===== src/rtl/vga_timing_gen.sv =====
// rtl/vga_timing_gen.sv - VGA raster timing generator: pixel/line counters with registered coordinate and sync decodes
module vga_timing_gen #(
  parameter int unsigned H_VISIBLE   = 640,
  parameter int unsigned H_FRONT     = 16,
  parameter int unsigned H_SYNC      = 96,
  parameter int unsigned H_BACK      = 48,
  parameter int unsigned V_VISIBLE   = 480,
  parameter int unsigned V_FRONT     = 10,
  parameter int unsigned V_SYNC      = 2,
  parameter int unsigned V_BACK      = 33,
  parameter logic        SYNC_ACTIVE = 1'b0
) (
  input  logic       clk,
  input  logic       rst_n,
  input  logic       ena,
  output logic [9:0] x,
  output logic [9:0] y,
  output logic       active,
  output logic       hsync,
  output logic       vsync,
  output logic       line_start,
  output logic       frame_start,
  output logic [7:0] frame_count
);

  localparam logic [9:0] H_VIS        = 10'(H_VISIBLE);
  localparam logic [9:0] H_SYNC_START = 10'(H_VISIBLE + H_FRONT);
  localparam logic [9:0] H_SYNC_END   = 10'(H_VISIBLE + H_FRONT + H_SYNC);
  localparam logic [9:0] H_LAST       = 10'(H_VISIBLE + H_FRONT + H_SYNC + H_BACK - 1);
  localparam logic [9:0] V_VIS        = 10'(V_VISIBLE);
  localparam logic [9:0] V_SYNC_START = 10'(V_VISIBLE + V_FRONT);
  localparam logic [9:0] V_SYNC_END   = 10'(V_VISIBLE + V_FRONT + V_SYNC);
  localparam logic [9:0] V_LAST       = 10'(V_VISIBLE + V_FRONT + V_SYNC + V_BACK - 1);

  logic [9:0] h_cnt_q, h_cnt_d;
  logic [9:0] v_cnt_q, v_cnt_d;
  logic [7:0] frame_cnt_q, frame_cnt_d;
  logic [9:0] x_q, x_d;
  logic [9:0] y_q, y_d;
  logic       active_q, active_d;
  logic       hsync_q, hsync_d;
  logic       vsync_q, vsync_d;
  logic       line_start_q, line_start_d;
  logic       frame_start_q, frame_start_d;
  logic [7:0] frame_count_q, frame_count_d;

  logic h_last, v_last, in_hsync, in_vsync;

  always_comb begin
    h_last   = (h_cnt_q == H_LAST);
    v_last   = (v_cnt_q == V_LAST);
    in_hsync = (h_cnt_q >= H_SYNC_START) && (h_cnt_q < H_SYNC_END);
    in_vsync = (v_cnt_q >= V_SYNC_START) && (v_cnt_q < V_SYNC_END);

    h_cnt_d       = h_cnt_q;
    v_cnt_d       = v_cnt_q;
    frame_cnt_d   = frame_cnt_q;
    x_d           = x_q;
    y_d           = y_q;
    active_d      = active_q;
    hsync_d       = hsync_q;
    vsync_d       = vsync_q;
    line_start_d  = line_start_q;
    frame_start_d = frame_start_q;
    frame_count_d = frame_count_q;

    if (ena) begin
      h_cnt_d = h_last ? 10'd0 : h_cnt_q + 10'd1;
      if (h_last) begin
        v_cnt_d = v_last ? 10'd0 : v_cnt_q + 10'd1;
        if (v_last) begin
          frame_cnt_d = frame_cnt_q + 8'd1;
        end
      end

      // Output stage decodes the pre-increment counters, so everything lines up with x/y.
      x_d           = h_cnt_q;
      y_d           = v_cnt_q;
      active_d      = (h_cnt_q < H_VIS) && (v_cnt_q < V_VIS);
      hsync_d       = in_hsync ? SYNC_ACTIVE : ~SYNC_ACTIVE;
      vsync_d       = in_vsync ? SYNC_ACTIVE : ~SYNC_ACTIVE;
      line_start_d  = (h_cnt_q == 10'd0);
      frame_start_d = (h_cnt_q == 10'd0) && (v_cnt_q == 10'd0);
      frame_count_d = frame_cnt_q;
    end
  end

  always_ff @(posedge clk or negedge rst_n) begin
    if (!rst_n) begin
      h_cnt_q       <= '0;
      v_cnt_q       <= '0;
      frame_cnt_q   <= '0;
      x_q           <= '0;
      y_q           <= '0;
      active_q      <= 1'b0;
      hsync_q       <= ~SYNC_ACTIVE;
      vsync_q       <= ~SYNC_ACTIVE;
      line_start_q  <= 1'b0;
      frame_start_q <= 1'b0;
      frame_count_q <= '0;
    end else begin
      h_cnt_q       <= h_cnt_d;
      v_cnt_q       <= v_cnt_d;
      frame_cnt_q   <= frame_cnt_d;
      x_q           <= x_d;
      y_q           <= y_d;
      active_q      <= active_d;
      hsync_q       <= hsync_d;
      vsync_q       <= vsync_d;
      line_start_q  <= line_start_d;
      frame_start_q <= frame_start_d;
      frame_count_q <= frame_count_d;
    end
  end

  assign x           = x_q;
  assign y           = y_q;
  assign active      = active_q;
  assign hsync       = hsync_q;
  assign vsync       = vsync_q;
  assign line_start  = line_start_q;
  assign frame_start = frame_start_q;
  assign frame_count = frame_count_q;

endmodule


===== config.mk =====
export PLATFORM = sky130hd
export DESIGN_NAME = vga_timing_gen
export DESIGN_NICKNAME = d
export VERILOG_FILES = /design/src/rtl/vga_timing_gen.sv
export SDC_FILE = /design/constraint.sdc
export NUM_CORES = 1
export LEC_CHECK = 0
export ABC_AREA = 1
export BUFFER_PORTS_ARGS = -buffer_cell sky130_fd_sc_hd__clkbuf_2
export CAP_MARGIN = 20
export CORE_MARGIN = 5
export CORE_UTILIZATION = 43
export CTS_CLUSTER_SIZE = 24
export DETAILED_ROUTE_END_ITERATION = 12
export PLACE_DENSITY = 0.62
export SLEW_MARGIN = 40
export SYNTH_ARGS = -nofsm -noshare
export SYNTH_HDL_FRONTEND = slang
export SYNTH_SLANG_ARGS = --single-unit

===== constraint.sdc =====
create_clock -name clk -period 2 [get_ports clk]
set_input_delay 0 -clock clk [delete_from_list [all_inputs] [get_ports clk]]
set_output_delay 0 -clock clk [all_outputs]
set_load 0.02 [all_outputs]

# After elaboration in Yosys (flattened, before gate mapping)
# Cells that the tools add are included.
# op_classes
addsub	3
magnitude_cmp	6
eq_ne	2
n_mux	4
n_reduce_logical	8
# op_table
op	n
adder 10 x 1 -> 10 bit, second input constant	2
equality test 10 bit, second input constant	2
zero test 10 bit	2
< comparator 10 bit, second input constant	2
< comparator 10 x 9 -> 1 bit, second input constant	2
two-way mux 10 bit	2
>= comparator 10 bit, second input constant	1
>= comparator 10 x 9 -> 1 bit, second input constant	1
adder 8 x 1 -> 8 bit, second input constant	1
logical AND 1 bit	4
AND reduction 3 bit	1
two-way mux 1 bit	2
AND reduction 2 bit	1
# totals
register_bits	61
in_bits	3
output_inout_bits	33
elab_cells	34

# Logic depth before layout (Yosys ltp)
# depth
ltp_word	3
ltp_mapped	9
ltp_nobuf	9

# Worst setup path after synthesis
# Ideal clock, no wire load.
# synth_timing
path_kind	reg-to-reg
start	reg v_cnt_q[0]
end	reg frame_cnt_q[3]
setup_ns	0.127
t_arrival_ns	1.385
t_required_ns	1.873
setup_slack_ns	0.488
stages_incl_launch_ff	9
n_path_buf	1
period_less_slack_ns	1.512
path_cell_list	dfrtp_1 -> inv_1 -> ha_1 -> inv_1 -> nor2_1 -> nand4_4 -> nor2_4 -> buf_6 -> o21ai_0
# synth_via
elab_chain_len	2
# synth_lines
element	line	text
start, declared	36	logic [9:0] v_cnt_q, v_cnt_d;
start signal, assigned	103	v_cnt_q <= v_cnt_d;
equality test 10 bit	51	v_last = (v_cnt_q == V_LAST);
AND reduction 3 bit (no source line)	-	
end signal, assigned	104	frame_cnt_q <= frame_cnt_d;
end, declared	37	logic [7:0] frame_cnt_q, frame_cnt_d;
# No other way between the ends.
# A chain may end at the register's enable or synchronous reset.

# Final worst setup path
# layout_timing
start	reg v_cnt_q[0]
end	reg frame_cnt_q[2]
# The elaborated chain is that of the path after synthesis.

==> summary.md <==
| Metric | Value |
|---|---|
| Outcome | `finished, final reports clean` |
| Cells on Worst Hold Path | `3` |
| Maximum clock path buffer count | `2` |
| Worst vdd ir | `511 µV` |
| Finished Layout Cells | `469` |
| Initial Util | `0.435` |
| Row count | `30` |
| Met2 wire len | `2.75 mm` |
| Final ANT Viol Nets | `0` |
| Nets | `393` |
| Max-slew violation count | `0` |
| Critical path class | `reg -> reg` |
| Final worst path period share | `0.924` |
| Diodes inserted | `0` |
| DR vias/cell | `4.90` |
| Largest net degree at the start of global routing | `38` |
| Global route total overflow | `0` |
| Unique masters post-synth | `27` |
| Post-synth net total | `355` |
| Placed inst area | `0.00316 mm²` |
| Die area | `0.00855 mm²` |
| DIE WIDTH | `92.5 µm` |
| RSZ-0062 raised after global routing | `false` |
| HP Class | `in -> reg` |
| Setup crit end kind | `register` |
| Clock skew | `0.0114 ns` |
| F_max | `0.541 GHz` |
| Fin area | `0.00334 mm²` |
| DP Cell Count | `452` |
| Reg2reg setup slack | `0.15 ns` |
| Worst reg2reg path depth | `9` |
| CTS sink cnt | `61` |
| CTS tree | `yes` |
| Die height | `92.5 µm` |
| # H-tree levels | `3` |
| Fin Setup TNS | `0 ns` |
| Core region area | `0.00672 mm²` |
| Routability cong. | `0.854` |
| Clk slew on worst S/H paths | `0.07 ns` |
| Max-slew headroom | `0.573` |
| CP max stage delay | `0.39 ns` |
| # resized after CTS | `0` |
| Pwr Total | `3.23 mW` |
| Hold Slack | `0.171 ns` |
| Layout cells sized above 1 | `0.180` |
| Hold Vio Cnt, Final | `0` |
| Setup crit start kind | `register` |
| Vias in the first global route | `2305` |
| Root Buffer | `clkbuf_8` |
| Overall Global Routing Usage | `0.158` |
| DR vias | `2296` |
| PwrDens | `967 mW/mm²` |
| Critical-path top delay cell | `dfrtp_1` |
| Top Metal Used | `met4` |
| Register area share after synthesis | `0.523` |
| TritonCTS Buffers | `9` |
| First-pass GRT wire length | `10.8 mm` |
| Crit path cell chain | `inv_1, ha_1, inv_1, nor2_1, nand4_4, nor2_4, inv_1, nand2_1, nand2_1` |
| Critical path arrival | `2.07 ns` |
| Tmin final | `1.85 ns` |
| Area Growth Syn to Fin | `14.3%` |
| Max FO, Critical Path | `14` |
| PortBufs | `35` |
| CP most frequent cell | `inv_1` |
| Pre-antenna DRT Iters | `4` |
| Netlist Area Pre-Place | `0.00292 mm²` |
| # setup viols final | `0` |
| Avg WL per Cell | `13.0 µm` |
| Initial antenna violation count | `0` |
| Synth warn | `0` |
| Initial drt markers | `118` |
| Post-Syn Instances | `346` |
| Routed WL | `6.08 mm` |
| DR DRC count | `0` |
| WP data required | `2.22 ns` |
| Worst slew pin tran | `0.640 ns` |
| Yosys reg bits | `61` |
| Routed wl met3 | `211 µm` |
| Max_cap viols | `0` |
| Hpwl dp | `4.48 mm` |
| Clk_lat worst skew | `0.33 ns` |
| M1 WL | `3.00 mm` |
| Leak | `1.70 nW` |
| Ports | `36` |
| Mean Syn Cell Area | `8.45 µm²` |
[power breakdown]
| group | switching (mW) | internal, mW | leakage [nW] | total (mW) |
|---|---|---|---|---|
| clock | 0.479 | 0.480 | 0.0824 | 0.959 |
| combinational | 0.486 | 0.210 | 0.899 | 0.696 |
| sequential | 0.154 | 1.42 | 0.722 | 1.58 |
[cell families after synthesis]
kind of cell	share of synthesized area
buf+inv	0.0762
fa+ha+maj	0.0257
simple gates	0.259
xor+xnor	0.0329
compound gates	0.0830
flops	0.523
[metrics by stage]
stage               setup WS [ns]   util
floorplan                   0.488      -
global placement            0.253  0.471
detailed placement          0.153  0.471
CTS                         0.147  0.497
global route               0.0108  0.497
finish                      0.152  0.497
[critical path: cells and delay by family (launching register included)]
kind	cells	cell delay (ns)
buffers and inverters	3	0.32
DFF	1	0.39
adders and majority gates	1	0.17
and+or+nand+nor	5	0.86
[Yosys cell counts, drive strengths merged]
cell type | number | area share
nand2 | 100 | 0.13
dfrtp | 59 | 0.50
inv | 42 | 0.054
o21ai | 42 | 0.074
nor2 | 33 | 0.053
nand3 | 20 | 0.036
xor2 | 11 | 0.033
nand4 | 8 | 0.024
nor3 | 8 | 0.014
buf | 7 | 0.017
ha | 6 | 0.026
clkbuf | 4 | 0.0051
dfstp | 2 | 0.018
o22ai | 2 | 0.0043
a21o | 1 | 0.0026
a21oi | 1 | 0.0017
[cell usage in the layout (no fill, tap or decap)]
cell           count
o21ai_2            2
buf_12             1
clkinvlp_4         2
nand3_2            1
dlygate4sd3_1      1
xor2_1            11
nor3_1             8
inv_1             41
nand4_4            1
a21oi_1            1
nand3_1           19
ha_1               6
nand4_2            1
nor2_4             3
clkbuf_8          10
clkinv_2           2
clkbuf_2          35
o21ai_0           40
a21o_1             1
dfstp_2            2
nand2_2            4
nor2_2             4
nand2_1           96
nand4_1            6
buf_4              1
clkbuf_1           2
inv_2              1
nor2_1            26
dfrtp_1           59
o22ai_1            2
[metal layers]
metal / vias to the layer above / track usage
li1: 1168 / -
met1: 1073 / 0.211
met2: 41 / 0.250
met3: 14 / 0.0309
met4: 0 / 0.0705
met5: - / 0
[state kept, by name, summed over array words and instances (netlist names)]
name         cells
x               10
active           1
frame_count      8
line_start       1
y               10
vsync            1
v_cnt_q         10
hsync            1
frame_start      1
h_cnt_q         10
frame_cnt_q      8
[repair_timing]
item | CTS | global route
hold endpoints to repair | 23 | 0
hold buffers | 1 | 0
setup buffers | 0 | 0
setup endpoints to repair | 0 | 0
[final timing paths]
| check | from | endpoint |
|---|---|---|
| max in group asynchronous | rst_n | hsync |
| min | ena | frame_count[2] |
| min in group asynchronous | rst_n | frame_count[3] |
| max reg2reg | v_cnt_q[0] | frame_cnt_q[2] |
| min reg2reg | frame_count[1] | frame_count[1] |
| max | v_cnt_q[0] | frame_cnt_q[2] |
[layout make-up]
type                            instances  area [µm²]
Fill cell                             655        3380
Multi-Input combinational cell        232        1170
Tap cell                               80         100
Sequential cell                        61        1530
Clock inverter                          4        25.0
Inverter                               42         158
Clock buffer                           12         145
Timing Repair Buffer                   38         213
Note: power is estimated with default switching activity, not from simulation.
